==> src/rtl/dmem_arb_pkg.sv <==
// rtl/dmem_arb_pkg.sv - shared constants and types for the data-memory arbiter
//
// Holds the arbiter state encoding (ARB/LOCK), the read-owner encoding
// (OWN_CPU/OWN_FFT), the default widths and the read-return tag type.
package dmem_arb_pkg;

    localparam int ADDR_W_DEF   = 12;
    localparam int DATA_W_DEF   = 32;
    localparam int MAX_LOCK_DEF = 8;

    // Lock counter covers the full MAX_LOCK range of 1..255.
    localparam int LOCK_CNT_W = 8;

    localparam logic [0:0] ST_ARB  = 1'b0;
    localparam logic [0:0] ST_LOCK = 1'b1;

    localparam logic OWN_CPU = 1'b0;
    localparam logic OWN_FFT = 1'b1;

    // Read-return pipeline entry: a read was granted last cycle, and by whom.
    typedef struct packed {
        logic valid;
        logic owner;
    } rd_tag_t;

endpackage

==> src/rtl/dmem_arbiter_if.sv <==
// rtl/dmem_arbiter_if.sv - bus bundle between CPU/FFT requesters, arbiter and RAM
//
// Signals:
//   cpu_req/cpu_wren/cpu_addr/cpu_wdata   CPU request and attributes
//   cpu_gnt/cpu_rvalid/cpu_rdata          CPU grant and read return
//   fft_req/fft_wren/fft_addr/fft_wdata   FFT request and attributes
//   fft_lock                              FFT exclusive-ownership request
//   fft_gnt/fft_rvalid/fft_rdata          FFT grant and read return
//   ram_wEn/ram_addr/ram_dataIn           RAM command (arbiter output)
//   ram_dataOut                           RAM read data, one cycle after address
// Modports: slave = arbiter side, master = requester/RAM side.
interface dmem_arbiter_if #(
    parameter int ADDR_W = dmem_arb_pkg::ADDR_W_DEF,
    parameter int DATA_W = dmem_arb_pkg::DATA_W_DEF
) ();

    logic              cpu_req;
    logic              cpu_wren;
    logic [ADDR_W-1:0] cpu_addr;
    logic [DATA_W-1:0] cpu_wdata;
    logic              cpu_gnt;
    logic              cpu_rvalid;
    logic [DATA_W-1:0] cpu_rdata;

    logic              fft_req;
    logic              fft_wren;
    logic [ADDR_W-1:0] fft_addr;
    logic [DATA_W-1:0] fft_wdata;
    logic              fft_lock;
    logic              fft_gnt;
    logic              fft_rvalid;
    logic [DATA_W-1:0] fft_rdata;

    logic              ram_wEn;
    logic [ADDR_W-1:0] ram_addr;
    logic [DATA_W-1:0] ram_dataIn;
    logic [DATA_W-1:0] ram_dataOut;

    modport slave (
        input  cpu_req, cpu_wren, cpu_addr, cpu_wdata,
        output cpu_gnt, cpu_rvalid, cpu_rdata,
        input  fft_req, fft_wren, fft_addr, fft_wdata, fft_lock,
        output fft_gnt, fft_rvalid, fft_rdata,
        output ram_wEn, ram_addr, ram_dataIn,
        input  ram_dataOut
    );

    modport master (
        output cpu_req, cpu_wren, cpu_addr, cpu_wdata,
        input  cpu_gnt, cpu_rvalid, cpu_rdata,
        output fft_req, fft_wren, fft_addr, fft_wdata, fft_lock,
        input  fft_gnt, fft_rvalid, fft_rdata,
        input  ram_wEn, ram_addr, ram_dataIn,
        output ram_dataOut
    );

endinterface

==> src/rtl/dmem_arb_rr.sv <==
// rtl/dmem_arb_rr.sv - two-input round-robin grant with bounded FFT lock
//
// Ports:
//   clock, reset (async, active-low)
//   cpu_req, fft_req, fft_lock   requests and FFT lock request
//   cpu_gnt, fft_gnt             combinational grants for this cycle
module dmem_arb_rr
    import dmem_arb_pkg::*;
#(
    parameter int MAX_LOCK = MAX_LOCK_DEF
) (
    input  logic clock,
    input  logic reset,
    input  logic cpu_req,
    input  logic fft_req,
    input  logic fft_lock,
    output logic cpu_gnt,
    output logic fft_gnt
);

    // lock_cnt is the number of cycles the FFT has held the lock so far,
    // counting the entry grant; release happens on the edge that would make
    // it reach MAX_LOCK, so the FFT gets at most MAX_LOCK back-to-back cycles.
    localparam logic [LOCK_CNT_W-1:0] LOCK_LAST     = LOCK_CNT_W'(MAX_LOCK - 1);
    localparam bit                    LOCK_POSSIBLE = (MAX_LOCK > 1);

    logic [0:0]            state;
    logic                  last_winner;
    logic [LOCK_CNT_W-1:0] lock_cnt;

    always_comb begin
        cpu_gnt = 1'b0;
        fft_gnt = 1'b0;
        if (reset) begin
            if (state == ST_LOCK) begin
                fft_gnt = fft_req;
            end else if (cpu_req && fft_req) begin
                cpu_gnt = (last_winner == OWN_FFT);
                fft_gnt = (last_winner == OWN_CPU);
            end else begin
                cpu_gnt = cpu_req;
                fft_gnt = fft_req;
            end
        end
    end

    always_ff @(posedge clock or negedge reset) begin
        if (!reset) begin
            state       <= ST_ARB;
            last_winner <= OWN_FFT;
            lock_cnt    <= '0;
        end else if (state == ST_ARB) begin
            if (cpu_gnt) begin
                last_winner <= OWN_CPU;
            end
            if (fft_gnt) begin
                last_winner <= OWN_FFT;
            end
            if (fft_gnt && fft_lock && LOCK_POSSIBLE) begin
                state    <= ST_LOCK;
                lock_cnt <= LOCK_CNT_W'(1);
            end
        end else begin
            // Leaving with last_winner=FFT hands the next tie to a waiting CPU,
            // which also blocks an immediate re-lock.
            if (!fft_lock || lock_cnt == LOCK_LAST) begin
                state       <= ST_ARB;
                lock_cnt    <= '0;
                last_winner <= OWN_FFT;
            end else begin
                lock_cnt <= lock_cnt + 1'b1;
            end
        end
    end

endmodule

==> src/rtl/dmem_arbiter.sv <==
// rtl/dmem_arbiter.sv - shares the single-port data RAM between CPU and FFT
//
// Ports:
//   clock  system clock
//   reset  asynchronous active-low reset
//   bus    dmem_arbiter_if.slave: CPU port, FFT port (with lock), RAM port
//   stat_cpu_grants/stat_fft_grants/stat_cpu_stall  saturating counters,
//          present only when DMEM_ARB_STATS_EN is defined
module dmem_arbiter
    import dmem_arb_pkg::*;
#(
    parameter int ADDR_W   = ADDR_W_DEF,
    parameter int DATA_W   = DATA_W_DEF,
    parameter int MAX_LOCK = MAX_LOCK_DEF
) (
    input  logic           clock,
    input  logic           reset,
    dmem_arbiter_if.slave  bus
`ifdef DMEM_ARB_STATS_EN
    ,
    output logic [31:0]    stat_cpu_grants,
    output logic [31:0]    stat_fft_grants,
    output logic [31:0]    stat_cpu_stall
`endif
);

    logic              cpu_gnt;
    logic              fft_gnt;
    logic              mux_wen;
    logic [ADDR_W-1:0] mux_addr;
    logic [DATA_W-1:0] mux_wdata;
    logic [DATA_W-1:0] ret_data;
    rd_tag_t           rd_tag;

    dmem_arb_rr #(
        .MAX_LOCK (MAX_LOCK)
    ) u_rr (
        .clock    (clock),
        .reset    (reset),
        .cpu_req  (bus.cpu_req),
        .fft_req  (bus.fft_req),
        .fft_lock (bus.fft_lock),
        .cpu_gnt  (cpu_gnt),
        .fft_gnt  (fft_gnt)
    );

    assign bus.cpu_gnt = cpu_gnt;
    assign bus.fft_gnt = fft_gnt;

    always_comb begin
        mux_wen   = 1'b0;
        mux_addr  = '0;
        mux_wdata = '0;
        if (cpu_gnt) begin
            mux_wen   = bus.cpu_wren;
            mux_addr  = bus.cpu_addr;
            mux_wdata = bus.cpu_wdata;
        end else if (fft_gnt) begin
            mux_wen   = bus.fft_wren;
            mux_addr  = bus.fft_addr;
            mux_wdata = bus.fft_wdata;
        end
    end

    assign bus.ram_wEn    = mux_wen;
    assign bus.ram_addr   = mux_addr;
    assign bus.ram_dataIn = mux_wdata;

    // The RAM answers one cycle after the address, so the owner of a granted
    // read is remembered for exactly one cycle.
    always_ff @(posedge clock or negedge reset) begin
        if (!reset) begin
            rd_tag <= '0;
        end else begin
            rd_tag.valid <= (cpu_gnt && !bus.cpu_wren) || (fft_gnt && !bus.fft_wren);
            rd_tag.owner <= fft_gnt ? OWN_FFT : OWN_CPU;
        end
    end

    assign ret_data       = bus.ram_dataOut;
    assign bus.cpu_rvalid = rd_tag.valid && (rd_tag.owner == OWN_CPU);
    assign bus.fft_rvalid = rd_tag.valid && (rd_tag.owner == OWN_FFT);
    assign bus.cpu_rdata  = bus.cpu_rvalid ? ret_data : '0;
    assign bus.fft_rdata  = bus.fft_rvalid ? ret_data : '0;

`ifdef DMEM_ARB_STATS_EN
    always_ff @(posedge clock or negedge reset) begin
        if (!reset) begin
            stat_cpu_grants <= '0;
            stat_fft_grants <= '0;
            stat_cpu_stall  <= '0;
        end else begin
            if (cpu_gnt && stat_cpu_grants != '1) begin
                stat_cpu_grants <= stat_cpu_grants + 1'b1;
            end
            if (fft_gnt && stat_fft_grants != '1) begin
                stat_fft_grants <= stat_fft_grants + 1'b1;
            end
            if (bus.cpu_req && !cpu_gnt && stat_cpu_stall != '1) begin
                stat_cpu_stall <= stat_cpu_stall + 1'b1;
            end
        end
    end
`endif

endmodule

==> src/flat_wrapper.sv <==
// flat-port wrapper written by rule: the top's interface ports become plain ports
module dmem_arbiter_flat import dmem_arb_pkg::*;
#(
    parameter int ADDR_W   = ADDR_W_DEF,
    parameter int DATA_W   = DATA_W_DEF,
    parameter int MAX_LOCK = MAX_LOCK_DEF
)
  (clock, reset, bus_cpu_req, bus_cpu_wren, bus_cpu_addr, bus_cpu_wdata, bus_cpu_gnt, bus_cpu_rvalid, bus_cpu_rdata, bus_fft_req, bus_fft_wren, bus_fft_addr, bus_fft_wdata, bus_fft_lock, bus_fft_gnt, bus_fft_rvalid, bus_fft_rdata, bus_ram_wEn, bus_ram_addr, bus_ram_dataIn, bus_ram_dataOut);
  dmem_arbiter_if #(.ADDR_W(ADDR_W), .DATA_W(DATA_W)) bus_i ();
  input  logic clock;
  input  logic reset;
  input wire logic [$bits(bus_i.cpu_req)-1:0] bus_cpu_req;
  input wire logic [$bits(bus_i.cpu_wren)-1:0] bus_cpu_wren;
  input wire logic [$bits(bus_i.cpu_addr)-1:0] bus_cpu_addr;
  input wire logic [$bits(bus_i.cpu_wdata)-1:0] bus_cpu_wdata;
  output wire logic [$bits(bus_i.cpu_gnt)-1:0] bus_cpu_gnt;
  output wire logic [$bits(bus_i.cpu_rvalid)-1:0] bus_cpu_rvalid;
  output wire logic [$bits(bus_i.cpu_rdata)-1:0] bus_cpu_rdata;
  input wire logic [$bits(bus_i.fft_req)-1:0] bus_fft_req;
  input wire logic [$bits(bus_i.fft_wren)-1:0] bus_fft_wren;
  input wire logic [$bits(bus_i.fft_addr)-1:0] bus_fft_addr;
  input wire logic [$bits(bus_i.fft_wdata)-1:0] bus_fft_wdata;
  input wire logic [$bits(bus_i.fft_lock)-1:0] bus_fft_lock;
  output wire logic [$bits(bus_i.fft_gnt)-1:0] bus_fft_gnt;
  output wire logic [$bits(bus_i.fft_rvalid)-1:0] bus_fft_rvalid;
  output wire logic [$bits(bus_i.fft_rdata)-1:0] bus_fft_rdata;
  output wire logic [$bits(bus_i.ram_wEn)-1:0] bus_ram_wEn;
  output wire logic [$bits(bus_i.ram_addr)-1:0] bus_ram_addr;
  output wire logic [$bits(bus_i.ram_dataIn)-1:0] bus_ram_dataIn;
  input wire logic [$bits(bus_i.ram_dataOut)-1:0] bus_ram_dataOut;
  assign bus_i.cpu_req = bus_cpu_req;
  assign bus_i.cpu_wren = bus_cpu_wren;
  assign bus_i.cpu_addr = bus_cpu_addr;
  assign bus_i.cpu_wdata = bus_cpu_wdata;
  assign bus_cpu_gnt = bus_i.cpu_gnt;
  assign bus_cpu_rvalid = bus_i.cpu_rvalid;
  assign bus_cpu_rdata = bus_i.cpu_rdata;
  assign bus_i.fft_req = bus_fft_req;
  assign bus_i.fft_wren = bus_fft_wren;
  assign bus_i.fft_addr = bus_fft_addr;
  assign bus_i.fft_wdata = bus_fft_wdata;
  assign bus_i.fft_lock = bus_fft_lock;
  assign bus_fft_gnt = bus_i.fft_gnt;
  assign bus_fft_rvalid = bus_i.fft_rvalid;
  assign bus_fft_rdata = bus_i.fft_rdata;
  assign bus_ram_wEn = bus_i.ram_wEn;
  assign bus_ram_addr = bus_i.ram_addr;
  assign bus_ram_dataIn = bus_i.ram_dataIn;
  assign bus_i.ram_dataOut = bus_ram_dataOut;
  dmem_arbiter #(.ADDR_W(ADDR_W), .DATA_W(DATA_W), .MAX_LOCK(MAX_LOCK)) u_core (.clock(clock), .reset(reset), .bus(bus_i));
endmodule
==> config.mk <==
export PLATFORM = sky130hd
export DESIGN_NAME = dmem_arbiter_flat
export DESIGN_NICKNAME = d
export VERILOG_FILES = /design/src/rtl/dmem_arb_pkg.sv /design/src/rtl/dmem_arbiter_if.sv /design/src/rtl/dmem_arb_rr.sv /design/src/rtl/dmem_arbiter.sv /design/src/flat_wrapper.sv
export SDC_FILE = /design/constraint.sdc
export NUM_CORES = 1
export LEC_CHECK = 0
export BUFFER_PORTS_ARGS = -buffer_cell sky130_fd_sc_hd__buf_2
export CAP_MARGIN = 20
export CORE_AREA = 2 2 92 94
export DETAILED_ROUTE_END_ITERATION = 7
export DIE_AREA = 0 0 94 96
export HOLD_SLACK_MARGIN = 0.12
export SLEW_MARGIN = 20
export SYNTH_ARGS = -nofsm -noshare
export SYNTH_HDL_FRONTEND = slang
export SYNTH_SLANG_ARGS = --single-unit
==> constraint.sdc <==
create_clock -name clock -period 1.6 [get_ports clock]
set_input_delay 0.32 -clock clock [delete_from_list [all_inputs] [get_ports clock]]
set_output_delay 0.32 -clock clock [all_outputs]
set_load 0.01 [all_outputs]
Yosys cells after proc, flatten, opt, wreduce, memory -nomap -nowiden
Cells that the tools add are included.

ROM bits: 0. Bits in registers: 12. Output and inout bits: 113. Input bits: 127. Bits in writable memories: 0. Memories: 0. Latch bits: 0. Word-level logic and storage cells: 49.

Reductions and logical operators: 14. $lt $le $gt $ge: 0. Divide/modulo/power cells: 0. Equality and inequality tests: 2. Shifts and indexed selects: 0. Multipliers: 0. Add/sub/neg operators: 1. Multiplexer cells: 25. Bitwise gates (word level): 2.

Operator list (count): 32-bit two-way mux (4); 12-bit two-way mux (2); 8-bit two-way mux (3); 1-bit two-way mux (16); 8-bit by 1-bit adder with 8-bit output (second input constant) (1); 8-bit by 3-bit == test with 1-bit output (second input constant) (1); 1-bit logical AND (6); 1-bit logical NOT (3); 3-bit nonzero test (1); 1-bit logical OR (2); 2-bit by 1-bit inequality test with 1-bit output (second input constant) (1); 1-bit NOT (2); 2-bit AND reduction (1); 2-bit nonzero test (1).

Longest topological paths before layout
Word-level depth: 7. Gate-level depth with buffers: 6. Gate-level depth less buffers: 5.

Cells and area by module
From an unflattened synthesis, not the netlist that was laid out.

Cell total of the unflattened synthesis: 236. Area, all modules: 1670.4 um2.

Modules (own cells, without submodules): dmem_arbiter (cells an instance 175, instances 1, area an instance 1099.8 um2, seq. area each 50.0 um2); dmem_arb_rr (cells an instance 61, instances 1, area an instance 570.5 um2, seq. area each 251.5 um2).

Worst setup path before layout
OpenSTA, ideal clock, no wires.

Path type: reg-to-output. Start: register u_core.u_rr.state. End: output port bus_ram_dataIn[23]. Path buffers: 2. Path slack: -0.162 ns. Data arrival time: 1.442 ns. Data required time: 1.280 ns. Stages on the path, launching flop included: 6. Cells stage by stage: dfrtp_1 nand3b_1 and3_1 clkbuf_1 clkbuf_1 a22o_1.

Cells in the longest elaborated chain, start to end: 4. Elaborated cells on any way between the ends: 6. Classes of those cells: 6 x mux.

Ends and longest elaborated chain: from (decl) (RTL line dmem_arb_rr.sv:27) `logic [0:0] state;`; from (signal assigned) (RTL line dmem_arb_rr.sv:49) `state <= ST_ARB;`; from (signal assigned) (RTL line dmem_arb_rr.sv:60) `state <= ST_LOCK;`; from (signal assigned) (RTL line dmem_arb_rr.sv:67) `state <= ST_ARB;`; 1-bit two-way mux (RTL line dmem_arb_rr.sv:35) `if (state == ST_LOCK) begin`; 1-bit two-way mux (RTL line dmem_arb_rr.sv:34) `if (reset) begin`; via bus_fft_gnt (RTL line flat_wrapper.sv:24) `output wire logic [$bits(bus_i.fft_gnt)-1:0] bus_fft_gnt;`; 32-bit two-way mux (RTL line dmem_arbiter.sv:58) `end else if (fft_gnt) begin`; 32-bit two-way mux (RTL line dmem_arbiter.sv:54) `if (cpu_gnt) begin`; to (decl) (RTL line flat_wrapper.sv:29) `output wire logic [$bits(bus_i.ram_dataIn)-1:0] bus_ram_dataIn;`.

The timed path passes the listed nets, and every way through them passes these cells.

Worst setup path after layout
Start: register u_core.u_rr.last_winner. End: output port bus_ram_dataIn[28].

Cells in the longest elaborated chain, start to end: 6. Elaborated cells on any way between the ends: 9. Classes of those cells: 8 x mux; 1 x bitwise.

Ends and longest elaborated chain: from (decl) (RTL line dmem_arb_rr.sv:28) `logic last_winner;`; from (signal assigned) (RTL line dmem_arb_rr.sv:50) `last_winner <= OWN_FFT;`; from (signal assigned) (RTL line dmem_arb_rr.sv:54) `last_winner <= OWN_CPU;`; from (signal assigned) (RTL line dmem_arb_rr.sv:57) `last_winner <= OWN_FFT;`; 1-bit NOT (RTL line dmem_arb_rr.sv:39) `fft_gnt = (last_winner == OWN_CPU);`; 1-bit two-way mux (RTL line dmem_arb_rr.sv:37) `end else if (cpu_req && fft_req) begin`; 1-bit two-way mux (RTL line dmem_arb_rr.sv:35); 1-bit two-way mux (RTL line dmem_arb_rr.sv:34); 32-bit two-way mux (RTL line dmem_arbiter.sv:58); 32-bit two-way mux * (RTL line dmem_arbiter.sv:54).

Mark *: on every way between the ends. The rest lies on a longest branch, timed or not.

==> impl_metrics.ini <==
[sta]
rsz0062_at_grt = true
clock_skew_ns = 0.00240
worst_pin_slew_ns = 0.293
hold_viol = 0
slew_violations = 0
final.period_utilization_pct = 119
timing.slew.headroom_pct = 80.4
finalCriticalPeriod_ns = 1.90
fmax_mhz = 526
fin_setup_tns_ns = -15.13
finalSetupViolCount = 90
fin_ws_ns = -0.303

[power]
leakage_nw = 2.22
power_density_mw_per_mm2 = 501
irDropWorstVdd_v = 0.000349

[run_status]
status = finished, violations left
failed_checks = setup timing

[yosys]
synth_edf_count = 0
syn_nets = 321
syn_area_per_cell_um2 = 7.82
ys_seq_area_share_pct = 20.0
yosys_register_bits = 12
synth_area_mm2 = 0.00151
ys.flop_type = dfrtp_1
syn_inst = 193
async_flop_share_pct = 100
ys.warnings.count = 0
ys_types = 32

[clock_network]
clk_pin_slew_ns = 0.05
cts_tree = done
cts_sinks = 12
cts_inserted_buffers = 3
clk_latency_ns = 0.24
cts-root-buf = clkbuf_8
htree_levels = 1
cts_buffer_depth = 2

[floorplanning]
ios = 240
fp.dieW_um = 94
start_util_pct = 18.8
die_area_mm2 = 0.00902
rows = 33
die_y_um = 96
core-area_mm2 = 0.00805

[grt]
grt_pass1_vias = 2057
grt_pass1_wl_um = 11000
grt_usage_pct = 16.0
gr-total-overflow = 0
grt_start_max_net_pins = 34
antenna_found_initial = 4

[placement]
portBuffers = 239
hpwlAfterDp_um = 6370
dp_cells = 537
place_congestion = 0.790
dpl_cell_area_mm2 = 0.00294

[setup_path]
startpoint_type = register
worstPathCellList = nand3b_1 -> and3_4 -> buf_12 -> a22o_1 -> buf_2
timing.rr.start = u_core.u_rr.lock_cnt[3]
reg2reg_slack_ns = -0.19
timing.rr.end = u_core.u_rr.lock_cnt[6]
end_kind = output port
crit_path_top_delay_cell = dfstp_2
crit_type = reg -> out
rr_worst_depth = 5
crit_path_max_incr_delay_ns = 0.53
arrival_ns = 1.58
critPathMaxFanout = 24
cp.required_ns = 1.28

[layout]
finish.utilization_pct = 44.9
design_area_mm2 = 0.00362
drive_above_1_share_pct = 72.2
synthToLayoutAreaGrowth_pct = 140
finalNetCount = 583
mostFrequentLayoutCell = buf_2
final_cell_mix = 205 x buf_2, 45 x a22o_1, 43 x buf_6
finalNonFillerCells = 562

[hold_path]
min_path_cells = 2
holdPathEnd = u_core.rd_tag[1]
hp-class = in -> reg
worstHoldStart = bus_fft_wren

[route]
routed_wl_um = 9040
wire_per_inst_um = 16.1
postRouteAntennaNets = 0
drtPass1Iterations = 4
routed_via_density = 4.68
drt_iter0_drc = 78
drcViolationCount = 0
vias = 2631

[flow_run]
maxCapViolCount = 0
==> how the worst max path moves through the flow <==
stage / from / to / slack [ns] / cells after the start
finish: u_core.u_rr.last_winner / bus_ram_dataIn[28] / -0.30 / 5
global route: u_core.u_rr.last_winner / bus_ram_dataIn[6] / -0.36 / 5
CTS: u_core.u_rr.last_winner / bus_ram_addr[0] / -0.33 / 5
detailed placement: u_core.u_rr.lock_cnt[4] / u_core.u_rr.lock_cnt[6] / -0.14 / 5
global placement: u_core.u_rr.lock_cnt[4] / u_core.u_rr.lock_cnt[7] / -0.12 / 5
floorplan: u_core.u_rr.lock_cnt[4] / u_core.u_rr.lock_cnt[2] / -0.15 / 5
==> through the flow <==
step	hold slack [ns]	setup slack, ns	power (mW)
2_1_floorplan	0.0244	-0.152	0.795
3_3_place_gp	0.244	-0.115	1.23
3_5_place_dp	0.245	-0.135	1.24
4_1_cts	0.267	-0.328	1.68
5_1_grt	0.295	-0.358	1.93
6_report	0.273	-0.303	1.81
==> critical path, delay by kind of cell, from the launching register on <==
family	cells	cell delay (ns)
buffers and inverters	2	0.30
AND/OR/NAND/NOR	2	0.30
AO/OA/AOI/OAI	1	0.19
flip-flops	1	0.53
==> cells by family (layout without fill, tap and decap cells) <==
family	count (synthesis)	count (layout)	share of synthesized area (%)
other cells	0	3	0
simple gates	88	88	35.7
compound gates	66	66	36.5
buf+inv	26	287	6.96
fa+ha+maj	1	1	0.828
flops	12	12	20.0
==> timing repair <==
| item | CTS | global route |
|---|---|---|
| cloned | 8 | 3 |
| endpoints found under the hold margin | 11 | 0 |
| pin swaps | 22 | 25 |
| gates resized for setup | 35 | 77 |
| endpoints found under the setup margin | 88 | 121 |
| hold buffers | 3 | 0 |
| buffers inserted | 4 | 2 |
==> area by class of cell <==
class / count / area, um^2
tap: 105 / 131
multi-input combinational: 155 / 1240
fill: 800 / 4430
clock buffer: 4 / 45.0
antenna: 3 / 7.51
timing repair buffer: 277 / 1860
sequential: 12 / 302
inverter: 6 / 30.0
==> layer usage <==
metal  GRT usage (%)  part of all wire (%)  vias to the layer above
met4            3.14                  0.61                        2
met1            21.5                    42                     1225
met3            4.93                    10                        7
li1                -                     -                     1254
met2            25.4                    48                      143
met5               0                  0.18                        -
==> synthesized netlist by cell type (all sizes together) (2+ instances only) <==
master | n | area [um^2]
nor4 | 2 | 12.5
o21ai | 8 | 43.8
o22ai | 3 | 18.8
nor2 | 3 | 11.3
and3 | 35 | 220
nand3 | 2 | 10.0
buf | 2 | 15.0
and2 | 33 | 206
a22o | 45 | 394
dfrtp | 11 | 275
a21o | 5 | 37.5
clkbuf | 18 | 67.6
nor3b | 2 | 15.0
nand2 | 5 | 18.8
inv | 6 | 22.5
==> report_power, final <==
part	internal (mW)	leakage (nW)	switching [mW]
logic	0.633	2.04	0.523
registers	0.343	0.159	0.0252
clock network	0.176	0.0228	0.115
==> state kept, by name, indices dropped and copies added, names as in the netlist <==
| signal | cells |
|---|---|
| u_core.u_rr.last_winner | 1 |
| u_core.rd_tag | 2 |
| u_core.u_rr.lock_cnt | 8 |
| u_core.u_rr.state | 1 |
Power figures use the tool's default switching activity.
